[src/rtl/uart_pkg.sv]
// Shared UART definitions: FSM states and line levels used by the TX and RX blocks.
package uart_pkg;

    typedef enum logic [2:0] {
        StIdle,
        StSync,
        StStart,
        StData,
        StParity,
        StStop
    } uart_state_e;

    localparam logic LineIdle  = 1'b1;
    localparam logic LineStart = 1'b0;

    localparam int unsigned DataBitsDefault = 8;

endpackage

[src/rtl/uart_tx.sv]
// UART transmitter: valid/ready byte input, start/data/parity/stop framing on o_tx,
// paced by an external one-cycle baud tick. All outputs are registered.
module uart_tx
    import uart_pkg::*;
#(
    parameter int unsigned DATA_BITS  = DataBitsDefault,
    parameter int unsigned PARITY_EN  = 0,
    parameter int unsigned PARITY_ODD = 0,
    parameter int unsigned STOP_BITS  = 1
) (
    input  logic                 clk,
    input  logic                 reset,
    input  logic                 i_baud_tick,
    input  logic [DATA_BITS-1:0] i_data,
    input  logic                 i_valid,
    output logic                 o_ready,
    output logic                 o_tx,
    output logic                 o_busy
);

    localparam int unsigned   CntW      = $clog2(DATA_BITS) + 1;
    localparam logic [CntW-1:0] DataLast = CntW'(DATA_BITS - 1);
    localparam logic [CntW-1:0] StopLast = CntW'(STOP_BITS - 1);
    localparam logic          ParityOdd = (PARITY_ODD != 0);
    localparam logic          ParityEn  = (PARITY_EN != 0);

    uart_state_e          state_q, state_d;
    logic [DATA_BITS-1:0] shift_q, shift_d;
    logic [CntW-1:0]      cnt_q, cnt_d;
    logic                 parity_q, parity_d;
    // Next frame already latched during the final stop bit.
    logic                 pending_q, pending_d;
    logic                 tx_q, tx_d;
    logic                 ready_q, ready_d;
    logic                 busy_q, busy_d;

    logic handshake;

    assign handshake = i_valid & ready_q;

    // Next-state logic: frame sequencing and data latching.
    always_comb begin
        state_d   = state_q;
        shift_d   = shift_q;
        cnt_d     = cnt_q;
        parity_d  = parity_q;
        pending_d = pending_q;

        unique case (state_q)
            StIdle: begin
                // Tick ignored here so the start bit always gets a full period.
                if (handshake) begin
                    shift_d  = i_data;
                    parity_d = (^i_data) ^ ParityOdd;
                    state_d  = StSync;
                end
            end
            StSync: begin
                if (i_baud_tick) begin
                    state_d = StStart;
                end
            end
            StStart: begin
                if (i_baud_tick) begin
                    state_d = StData;
                    cnt_d   = '0;
                end
            end
            StData: begin
                if (i_baud_tick) begin
                    shift_d = shift_q >> 1;
                    if (cnt_q == DataLast) begin
                        cnt_d   = '0;
                        state_d = ParityEn ? StParity : StStop;
                    end else begin
                        cnt_d = cnt_q + 1'b1;
                    end
                end
            end
            StParity: begin
                if (i_baud_tick) begin
                    state_d = StStop;
                    cnt_d   = '0;
                end
            end
            StStop: begin
                // Handshake only possible in the final stop bit (ready gated).
                if (handshake) begin
                    shift_d   = i_data;
                    parity_d  = (^i_data) ^ ParityOdd;
                    pending_d = 1'b1;
                end
                if (i_baud_tick) begin
                    if (cnt_q == StopLast) begin
                        cnt_d     = '0;
                        pending_d = 1'b0;
                        if (handshake) begin
                            state_d = StSync;
                        end else if (pending_q) begin
                            state_d = StStart;
                        end else begin
                            state_d = StIdle;
                        end
                    end else begin
                        cnt_d = cnt_q + 1'b1;
                    end
                end
            end
            default: begin
                state_d = StIdle;
            end
        endcase
    end

    // Output decode from next state so the registered outputs track the state register.
    always_comb begin
        tx_d = LineIdle;
        unique case (state_d)
            StStart:  tx_d = LineStart;
            StData:   tx_d = shift_d[0];
            StParity: tx_d = parity_d;
            default:  tx_d = LineIdle;
        endcase
        ready_d = (state_d == StIdle) ||
                  ((state_d == StStop) && (cnt_d == StopLast) && !pending_d);
        busy_d  = (state_d != StIdle);
    end

    // State and output registers with asynchronous active-low reset.
    always_ff @(posedge clk or negedge reset) begin
        if (!reset) begin
            state_q   <= StIdle;
            shift_q   <= '0;
            cnt_q     <= '0;
            parity_q  <= 1'b0;
            pending_q <= 1'b0;
            tx_q      <= LineIdle;
            ready_q   <= 1'b1;
            busy_q    <= 1'b0;
        end else begin
            state_q   <= state_d;
            shift_q   <= shift_d;
            cnt_q     <= cnt_d;
            parity_q  <= parity_d;
            pending_q <= pending_d;
            tx_q      <= tx_d;
            ready_q   <= ready_d;
            busy_q    <= busy_d;
        end
    end

    assign o_tx    = tx_q;
    assign o_ready = ready_q;
    assign o_busy  = busy_q;

endmodule

[config.mk]
export PLATFORM = sky130hd
export DESIGN_NAME = uart_tx
export DESIGN_NICKNAME = d
export VERILOG_FILES = /design/src/rtl/uart_pkg.sv /design/src/rtl/uart_tx.sv
export SDC_FILE = /design/constraint.sdc
export NUM_CORES = 1
export LEC_CHECK = 0
export CAP_MARGIN = 30
export CORE_MARGIN = 2
export CORE_UTILIZATION = 30
export DETAILED_ROUTE_END_ITERATION = 8
export PLACE_DENSITY = 0.47
export SLEW_MARGIN = 15
export SYNTH_ARGS = -nofsm -noshare
export SYNTH_HDL_FRONTEND = slang
export SYNTH_SLANG_ARGS = --single-unit
[constraint.sdc]
create_clock -name clk -period 2.24 [get_ports clk]
set_clock_uncertainty 0.05 [all_clocks]
set_input_delay 0.672 -clock clk [delete_from_list [all_inputs] [get_ports clk]]
set_output_delay 0.672 -clock clk [all_outputs]
set_load 0.05 [all_outputs]
==> results.toml, run 1 <==
[run_status]
outcome = "completed"

[final_layout]
nNetsFinal = 178
fin_area_um2 = 1580
diodes = 0
drive_gt1_share_pct = 22.8
final_cells = 212
layout_common_cells = "22 x nand2_1, 22 x buf_4, 18 x dfrtp_1"
n_fill_cell = 377
fin_util_pct = 40.1
syn2layout_area_growth_pct = 29.5

[critical_path]
arrival_ns = 2.31
crit_path_end_kind = "register"
r2r-start = "cnt_q[1]$_DFF_PN0_"
cp_max_fo = 5
r2r_end = "o_tx$_DFF_PN1_"
r2r_cells = 7
cpLargestDelayFamily = "simple AND/OR/NAND/NOR gates"
crit_type = "input port to register"
r2r_slack_ns = 0.24
crit_slowest_cell = "or4_4"
worstSetupStartpointType = "input port"
cp_cell_sequence = "clkdlybuf4s50_1 -> nand2_1 -> and4_4 -> or4_4 -> o21ai_1 -> o21a_1"
crit_path_max_incr_delay_ns = 0.55
crit_cells = 6
worstPathRequired_ns = 2.39
cp_num_buf_inv = 1

[min_path]
hold_path.class = "register to register"
hp-start = "shift_q[1]$_DFFE_PN0P_"
hold_depth = 2
min_to = "shift_q[1]$_DFFE_PN0P_"

[clocking]
htreeDepth = 1
tritoncts = "built"
cts-buffers-inserted = 3
cts.clk_slew.worst_paths_ns = 0.07
clk_latency_ns = 0.25
cts_root_buf = "clkbuf_8"
cts_num_sinks = 20
cts_buffer_depth = 2

[placement]
dpl_worst_slack_ns = -0.314
io_buffers = 14
hpwl_mm = 2.12
routabilityCongestion = 0.849
dpl.cell_count = 208
placed_area_um2 = 1530

[detailed_routing]
drt-pass1-iter-count = 4
post-route-drc-count = 0
drtIter0Drc = 69
dr_total_vias = 1031
vias_per_cell = 4.86
routed_wl_mm = 2.62
wl_per_cell_um = 12.4
antenna_left = 0

[power]
p_total_mw = 1.14
p_per_area_nw_per_um2 = 721
vdd_ir_drop_max_v = 0.000314
p_leak_nw = 0.732

[timing]
min_period_ns = 2.16
setup_viol = 0
tightest_slew_ns = 0.486
post-route-period-util_pct = 96.3
drv_slew = 0
rsz0062_at_grt = "false"
tns_ns = 0
final-hold-violation-count = 0
clock.fmax_ghz = 0.464
fin_ws_ns = 0.0827
hold_ws_ns = 0.421
slew_headroom_pct = 67.5

[yosys]
synth-seq-cells = 20
yosysSeqAreaShare_pct = 41.2
yosysWarnings = 0
synth_area_um2 = 1220
syn-num-nets = 145
synth_ff_type = "dfrtp_1"
syn_area_per_cell_um2 = 9.38
async_flop_share_pct = 100
synth_edf_count = 0
synth_cell_types = 47
netlist_instances = 130

[global_routing]
grt_max_degree = 21
grt.total_usage_pct = 12.9
gr-total-overflow = 0
grt_pass1_wl_mm = 4.46
grt_pass1_vias = 952
antenna_found_initial = 0

[die]
die_h_um = 67.8
io_pins = 15
rows = 23
die_w_um = 67.8
die_area_um2 = 4590
start_util_pct = 30.9
core_um2 = 3940

[job]
cap_viol_max_count = 0
synthesized netlist by cell type (2+ instances only):
cell / instances / area [µm²]
a21oi_1: 7 / 35.0
a22oi_1: 6 / 45.0
and3b_1: 2 / 17.5
buf_2: 3 / 15.0
buf_6: 2 / 22.5
dfrtp_1: 18 / 450
dfstp_2: 2 / 52.6
ha_1: 3 / 37.5
inv_1: 7 / 26.3
nand2_1: 22 / 82.6
nand3_1: 2 / 10.0
nand3b_1: 2 / 15.0
nor2_1: 7 / 26.3
nor3_1: 2 / 10.0
o21ai_0: 5 / 25.0
o32ai_1: 2 / 17.5
xnor2_1: 8 / 70.1
metal layers:
layer / global-route usage (%) / part of all wire, %
met2: 19.6 / 46
met5: 0 / 0
met4: 2.25 / 0
met3: 4.17 / 3.8
met1: 18.0 / 50
logic make-up (layout without fill, tap and decap cells):
group	Yosys count	in the layout	synth area share [%]
AND/OR/NAND/NOR	50	50	22.3
flip-flops	20	20	41.2
AO/OA/AOI/OAI	34	34	20.5
adder cells (fa/ha/maj)	4	4	4.00
buffers and inverters	13	45	5.54
XOR/XNOR	9	9	6.46
sequential cells by signal, indices dropped and copies added (netlist names):
name / flops
cnt_q: 4
o_busy: 1
o_ready: 1
o_tx: 1
parity_q: 1
pending_q: 1
shift_q: 8
state_q: 3
repair_timing:
| item | 4_1_cts | 5_1_grt |
|---|---|---|
| endpoints found under the setup margin | 2 | 0 |
| gates resized for setup | 1 | 0 |
| hold buffers | 0 | 0 |
| setup buffers | 0 | 0 |
worst max-delay path by stage:
stage	slack, ns	start	to
2_1_floorplan	0.18	i_baud_tick	o_ready$_DFF_PN1_
5_1_grt	0.03	i_valid	o_ready$_DFF_PN1_
6_report	0.08	i_valid	o_tx$_DFF_PN1_
3_5_place_dp	-0.31	i_baud_tick	o_ready$_DFF_PN1_
3_3_place_gp	-0.26	i_baud_tick	o_tx$_DFF_PN1_
4_1_cts	0.10	i_valid	o_ready$_DFF_PN1_
cell type report:
cell class | instances | area [µm²] | area share [%]
Tap cell | 50 | 62.6 | 3.96
Multi-Input combinational cell | 97 | 649 | 41.1
Sequential cell | 20 | 503 | 31.8
Timing Repair Buffer | 34 | 284 | 18.0
Inverter | 7 | 26.3 | 1.66
Clock buffer | 4 | 55.1 | 3.48
report_power, final:
| part | leakage [nW] | switching, mW | internal [mW] | total, mW |
|---|---|---|---|---|
| registers | 0.245 | 0.0523 | 0.414 | 0.466 |
| clock network | 0.0288 | 0.110 | 0.156 | 0.266 |
| logic | 0.458 | 0.196 | 0.212 | 0.408 |
| total | 0.732 | 0.358 | 0.782 | 1.14 |
worst reg2reg max path, stage by stage (launching register included):
cell	delay, ns
dfrtp_1	0.39
inv_1	0.07
ha_1	0.20
and4bb_4	0.21
and4_4	0.17
or4_4	0.55
o21ai_1	0.17
o21a_1	0.13
Power figures use the tool's default switching activity.
==> run 2: changes to the inputs <==
Settings changed: CELL_PAD_IN_SITES_DETAIL_PLACEMENT set to 0, CELL_PAD_IN_SITES_GLOBAL_PLACEMENT set to 2, CORE_MARGIN 2 to unset, GPL_TIMING_DRIVEN set to 0, PLACE_DENSITY 0.47 to 0.69.
==> run 2 against run 1 <==
  * Sequential share of layout area rose by 1.1 points
  * Flip-flop and latch count unchanged
  * Sequential power grew 0.9%
  * Largest power group unchanged
  * Highest routed layer is now met4
==> results.toml, run 2 (synthesis results as in run 1) <==
[run_status]
outcome = "completed"

[final_layout]
top_register = "shift_q"
n_fill_cell = 378
layout_commonest_cell = "nand2_1"
largest_reg_flops = 8
nNetsFinal = 165
final_cells = 197
diodes = 0
layout_common_cells = "22 x nand2_1, 18 x dfrtp_1, 11 x clkdlybuf4s50_1"
syn2layout_area_growth_pct = 25.2
drive_gt1_share_pct = 16.8
reg_top3 = "shift_q x8, cnt_q x4, state_q x3"

[die]
rows = 22
die_w_um = 65.8
start_util_pct = 32.3
core_um2 = 3770
io_pins = 15
die_h_um = 65.8
die_area_um2 = 4330

[detailed_routing]
vias_per_cell = 5.10
dr_total_vias = 1004
antenna_left = 0
drt-pass1-iter-count = 4
routed_wl_mm = 2.72
post-route-drc-count = 0
drtIter0Drc = 68
wl_per_cell_um = 13.8

[timing]
setup_viol = 0
drv_slew = 0
clock.fmax_ghz = 0.463
rsz0062_at_grt = "false"
final-hold-violation-count = 0
min_period_ns = 2.16
tns_ns = 0
tightest_slew_ns = 0.508
post-route-period-util_pct = 96.5
slew_headroom_pct = 66.0

[clocking]
cts_buffer_depth = 2
cts_num_sinks = 20
cts_root_buf = "clkbuf_8"
cts_hold_buf = 0
cts.clk_slew.worst_paths_ns = 0.08
htreeDepth = 1
cts-buffers-inserted = 3
tritoncts = "built"
clk_latency_ns = 0.26

[placement]
hpwl_mm = 1.93
io_buffers = 14
routabilityCongestion = 0.773
dpl.cell_count = 192

[critical_path]
crit_type = "input port to register"
worstSetupStartpointType = "input port"
crit_path_end_kind = "register"
cp_max_fo = 5
arrival_ns = 2.32
crit_path_max_incr_delay_ns = 0.55
worstPathRequired_ns = 2.40
r2r_end = "o_ready$_DFF_PN1_"
r2r-start = "cnt_q[0]$_DFF_PN0_"
r2r_slack_ns = 0.29
crit_slowest_cell = "or4_4"
r2r_cells = 7
cp_cell_sequence = "clkdlybuf4s50_1 -> nand2_1 -> o211a_1 -> or4_4 -> o21ai_1 -> o21a_1"

[global_routing]
gr-total-overflow = 0
grt_pass1_vias = 905
grt.total_usage_pct = 13.9
grt_max_degree = 21
grt_pass1_wl_mm = 4.46
antenna_found_initial = 0

[power]
clkPwrFrac_pct = 30.3
swShare_pct = 30.8
combPwrFrac_pct = 30.4
p_leak_nw = 0.689
internal-power_mw = 0.828
vdd_ir_drop_max_v = 0.000412
netSwitchingPower_mw = 0.368
p_per_area_nw_per_um2 = 783
p_seq_share_pct = 39.3

[min_path]
hold_path.class = "register to register"
hp-start = "shift_q[1]$_DFFE_PN0P_"
hold_depth = 2
min_to = "shift_q[1]$_DFFE_PN0P_"

[job]
cap_viol_max_count = 0
==> run 2: final cells by class <==
cell class | instances | area, µm² | share of cell area (%)
buffer | 5 | 37.5 | 2.46
clock buffer | 3 | 41.3 | 2.70
timing repair buffer | 16 | 155 | 10.2
multi-input combinational | 97 | 674 | 44.1
sequential | 20 | 503 | 32.9
inverter | 7 | 26.3 | 1.72
tap | 48 | 60.1 | 3.93
clock inverter | 1 | 30.0 | 1.97
==> run 2: stage by stage <==
stage | hold slack, ns | power, mW | area, µm² | setup slack [ns] | util (%)
2_1_floorplan | 0.326 | 0.725 | 1220 | 0.181 | -
3_3_place_gp | 0.402 | 0.828 | 1420 | -0.478 | 37.7
3_5_place_dp | 0.407 | 0.830 | 1420 | -0.465 | 37.7
4_1_cts | 0.427 | 1.21 | 1520 | 0.0728 | 40.2
5_1_grt | 0.439 | 1.28 | 1530 | 0.0258 | 40.5
6_report | 0.423 | 1.20 | 1530 | 0.0792 | 40.5
==> run 2: worst max path at each step <==
stage | from | end | slack, ns | cells after the start
floorplan | i_baud_tick | o_ready$_DFF_PN1_ | 0.18 | 5
global placement | i_baud_tick | o_tx$_DFF_PN1_ | -0.48 | 8
detailed placement | i_baud_tick | o_tx$_DFF_PN1_ | -0.47 | 8
CTS | i_valid | o_tx$_DFF_PN1_ | 0.07 | 6
global route | i_valid | o_tx$_DFF_PN1_ | 0.03 | 6
finish | i_valid | o_tx$_DFF_PN1_ | 0.08 | 6
==> run 2: metal layers <==
layer | wire [µm] | vias up | GRT usage, % | part of all wire (%)
met5 | 0 | - | 0 | 0
met4 | 15 | 0 | 3.80 | 0.55
met3 | 139 | 4 | 3.97 | 5.1
met2 | 1200 | 24 | 19.3 | 44
met1 | 1370 | 473 | 20.6 | 50
li1 | - | 503 | - | -
==> run 2: power groups by stage <==
stage | clock, mW | combinational, mW | sequential, mW
6_report | 0.363 | 0.364 | 0.470
5_1_grt | 0.393 | 0.406 | 0.477
4_1_cts | 0.373 | 0.362 | 0.470
3_5_place_dp | 0 | 0.354 | 0.476
3_3_place_gp | 0 | 0.353 | 0.476
2_1_floorplan | 0 | 0.259 | 0.467
==> run 2: critical path, delay by kind of cell <==
family	cells	cell delay, ns
simple gates	2	0.67
compound gates	3	0.50
buf+inv	1	0.48
==> run 2: repair_timing <==
action	4_1_cts	5_1_grt
endpoints found under the setup margin	5	0
buffers inserted	1	0
hold endpoints to repair	0	0
resized for setup	7	0
